`config.mk`:
```
export PLATFORM = sky130hd
export DESIGN_NAME = red_accum_unit
export DESIGN_NICKNAME = d
export VERILOG_FILES = /design/src/rtl/red_accum_unit.sv
export SDC_FILE = /design/constraint.sdc
export NUM_CORES = 1
export LEC_CHECK = 0
export CAP_MARGIN = 10
export CELL_PAD_IN_SITES_DETAIL_PLACEMENT = 1
export CELL_PAD_IN_SITES_GLOBAL_PLACEMENT = 2
export CORE_UTILIZATION = 33
export CTS_CLUSTER_DIAMETER = 50
export DETAILED_ROUTE_END_ITERATION = 8
export PLACE_DENSITY_LB_ADDON = 0.1
export SYNTH_ARGS = -nofsm -noshare
export SYNTH_HDL_FRONTEND = slang
export SYNTH_SLANG_ARGS = --single-unit
```
`constraint.sdc`:
```
create_clock -name clk -period 3.8 [get_ports clk]
set_input_delay 0.57 -clock clk [delete_from_list [all_inputs] [get_ports clk]]
set_output_delay 0.57 -clock clk [all_outputs]
set_load 0.1 [all_outputs]
```
`src/rtl/red_accum_unit.sv`:
```
// red_accum_unit
//   Sums the four signed bytes of two captured 16-bit operands over four
//   clock edges and presents the sign-extended 10-bit total as a 16-bit
//   RED result.
//
// Ports
//   clk     in   1   rising-edge clock
//   rst_n   in   1   asynchronous active-low reset
//   start   in   1   request an operation (sampled only while idle)
//   flush   in   1   synchronous abort, wins over start
//   rs, rt  in   16  source operands, captured on an accepted start
//   busy    out  1   high whenever the FSM is not IDLE
//   valid   out  1   high for the single DONE cycle
//   result  out  16  sign-extended sum; holds until the next completion
module red_accum_unit (
    input  logic        clk,
    input  logic        rst_n,
    input  logic        start,
    input  logic        flush,
    input  logic [15:0] rs,
    input  logic [15:0] rt,
    output logic        busy,
    output logic        valid,
    output logic [15:0] result
);

    typedef enum logic [1:0] {IDLE, ACC, DONE} state_t;

    state_t      state, state_nx;
    logic [15:0] rs_q, rt_q;
    logic [9:0]  acc;
    logic [1:0]  cnt;
    logic [7:0]  byte_sel;
    logic [9:0]  sum;

    // Byte order: rs low, rs high, rt low, rt high.
    always_comb begin
        byte_sel = rs_q[7:0];
        case (cnt)
            2'd0: byte_sel = rs_q[7:0];
            2'd1: byte_sel = rs_q[15:8];
            2'd2: byte_sel = rt_q[7:0];
            2'd3: byte_sel = rt_q[15:8];
            default: byte_sel = rs_q[7:0];
        endcase
    end

    // Four bytes in -128..127 fit in -512..508, so 10 bits never overflow.
    assign sum = acc + {{2{byte_sel[7]}}, byte_sel};

    always_comb begin
        state_nx = state;
        case (state)
            IDLE:    if (start) state_nx = ACC;
            ACC:     if (cnt == 2'd3) state_nx = DONE;
            DONE:    state_nx = IDLE;
            default: state_nx = IDLE;
        endcase
        if (flush) state_nx = IDLE;
    end

    always_ff @(posedge clk or negedge rst_n) begin
        if (!rst_n) begin
            state  <= IDLE;
            rs_q   <= '0;
            rt_q   <= '0;
            acc    <= '0;
            cnt    <= '0;
            result <= '0;
        end else begin
            state <= state_nx;
            if (state == IDLE && start && !flush) begin
                rs_q <= rs;
                rt_q <= rt;
                acc  <= '0;
                cnt  <= '0;
            end else if (state == ACC && !flush) begin
                acc <= sum;
                // 2-bit counter wraps 3->0 exactly on the ACC->DONE edge.
                cnt <= cnt + 2'd1;
                if (cnt == 2'd3)
                    result <= {{6{sum[9]}}, sum};
            end
        end
    end

    assign busy  = (state != IDLE);
    // Combinational from state so a flush during DONE still shows the pulse.
    assign valid = (state == DONE);

endmodule
```
==> run metrics <==
Worst Hold Class input pin to async pin; # port buffers 53; Slew headroom 0.340; Sink Count 56; metal2 WL 2820 microns; clock power share 0.148; pin slew with the least headroom to its limit 0.988 ns; Arrival @ worst endpoint 3.25 ns; # IOs 54; fin. max-slew vios 0; routed vias/inst 4.91; P per Cell Area 761 nW/um^2; critical path data required time 3.96 ns; met1 WL 3080 microns; Initial Utilization 0.348; vias in the first global route 1933; H-tree levels 2; Routed Wire Length 6150 microns; Inst Count DP 385; Die Width 93.2 microns; Resized cells post-CTS 0; final setup fails 0; detailed-router iteration count before antenna repair 6; synthesized cell area 2750 sq um; core box area 7890 sq um; antenna violations before repair 0; outcome finished clean; final hold violation count 0; crit path from cnt[0]; CP Launch Type flop; Logic pwr share 0.521; Avg Inst Size Synth 11.3 sq um; Yosys reg bits 56; R2R Setup Slk 0.71 ns; worst flop-to-flop path endpoint result[6]; FF-to-FF Start cnt[0]; type of destination of the critical path flop; largest net degree at the start of global routing 45; Max Used Layer met4; CP Capture Point result[6]; Cells after Synth 244; Routability Congestion 0.746; sequential cell fraction of total power 0.331; die area 8690 sq um; CTS Buf Count 5; Lkg Pwr 0.00148 uW; final setup TNS 0 ns; hold_buf cts 0; Syn Nets 294; first-pass GRT wire length 10100 microns; worst-case reg-to-reg path depth 11; count of inserted antenna diode cells 0; P&R area growth vs syn 24.9%; final period utilization 0.813; standard-cell rows 32; FMAX 0.323 GHz; sequential fraction of the synthesis area 0.510; met3 wire length 195 microns; Die H 93.2 microns; nets 340; post-route ant nets 0; Clock Latency Late Sink 0.30 ns; Synth warnings 0; vias after detailed routing 1928; Fillers 868; post-synth cell types 35; GR Overflow Total 0; CTS clk-pin slew, worst paths 0.10 ns; total internal power 1420 uW; Max Cap Viol 0; Detailed Place HPWL 4560 microns; min Tclk post-route 3.09 ns; Crit Path Category flop to flop; commonest cells after routing, fill and taps aside dfrtp_1 (56), clkdlybuf4s50_1 (52), nand2_1 (31); Initial DRC Count 100; commonest non-fill, non-tap cell in the layout dfrtp_1; IR drop worst, VDD 0.000459 V; Non-Filler Instances 393; RSZ-0062 raised after global routing false; P_sw 1190 uW; Final Skew 0.0106 ns; sw frac 0.455; Max clock buf depth 2; share of layout cells above drive strength 1 0.131; total setup buffers inserted after CTS 0; number of remaining DRC errors 0; Global Route Usage Sum 0.151; CTS tree yes; Clock Tree Root clkbuf_8; wire length per cell 15.6 microns; Crit Path Max Fanout 10
==> power groups by stage <==
stage                     Combinational (uW)  Clock, uW  Sequential (uW)
after floorplan                          870          0             1060
after global placement                  1360          0              880
after detailed placement                1370          0              881
after CTS                               1380        404              870
after global routing                    1470        422              891
final                                   1360        385              865
==> area by class of cell <==
type	count	area, sq um	share of cell area
Sequential cell	56	1400	0.408
Multi-Input combinational cell	159	1200	0.351
Timing Repair Buffer	55	541	0.158
Tap cell	102	128	0.0372
Clock buffer	6	72.6	0.0212
Inverter	13	48.8	0.0142
Clock inverter	2	35.0	0.0102
==> routing by layer <==
layer / GRT usage / vias to the layer above
li1: - / 943
met1: 0.223 / 944
met2: 0.234 / 37
met3: 0.0293 / 4
met4: 0.0231 / 0
met5: 0 / -
==> kinds of logic after synthesis <==
logic type | share of synthesized area
xor+xnor | 0.0255
flops | 0.510
simple gates | 0.0751
fa+ha+maj | 0.0665
mux | 0.136
compound gates | 0.132
buf+inv | 0.0546
==> critical path, stage by stage (launching register included) <==
cell and delay (ns):
dfrtp_1 0.44, ha_1 0.36, a222oi_1 0.35, mux2i_1 0.13
ha_1 0.23, fa_1 0.40, a21o_1 0.19, a21oi_1 0.28
o21bai_1 0.10, a21oi_1 0.18, xor2_1 0.20, o21ai_0 0.09
==> flip-flops by register name, indices dropped and copies added, names as in the netlist <==
register / count
result: 10
rt_q: 16
cnt: 2
rs_q: 16
acc: 10
state: 2
==> stage by stage <==
stage          total power, uW  worst slack [ns]  utilization  hold WS (ns)  instance area, sq um
3_3_place_gp              2240             0.780        0.421         0.465                  3320
2_1_floorplan             1930              1.02            -         0.274                  2750
5_1_grt                   2780             0.411        0.435         0.424                  3430
4_1_cts                   2650             0.672        0.435         0.399                  3430
6_report                  2610             0.709        0.435         0.379                  3430
3_5_place_dp              2250             0.674        0.421         0.470                  3320
==> worst min path at each step <==
stage               depth (start not counted)  slack [ns]         to  startpoint
detailed placement                          2        0.47  result[4]   result[4]
finish                                      1        0.38  result[7]       rst_n
floorplan                                   0        0.27     acc[0]       rst_n
global placement                            2        0.46  result[5]   result[5]
CTS                                         1        0.40  result[7]       rst_n
global route                                1        0.42  result[7]       rst_n
==> synthesized netlist by cell type (all sizes together) <==
cell	number	area share
o21ai	24	0.044
nor2b	3	0.0068
fa	1	0.0073
a21oi	12	0.022
xor2	5	0.016
dfrtp	56	0.51
o221ai	1	0.0055
a22o	1	0.0032
ha	13	0.059
o31ai	1	0.0027
or3	1	0.0023
xnor2	3	0.0096
inv	13	0.018
a211oi	1	0.0027
or2	2	0.0046
nand3	1	0.0018
mux2i	7	0.026
a2111o	1	0.0041
clkbuf	5	0.0068
and2	1	0.0023
o21bai	3	0.0082
mux2	27	0.11
nor2	7	0.0096
a21o	2	0.0055
buf	11	0.030
nand2	31	0.042
nor4b	1	0.0055
a222oi	8	0.029
o21a	2	0.0055
Power figures use the tool's default switching activity.
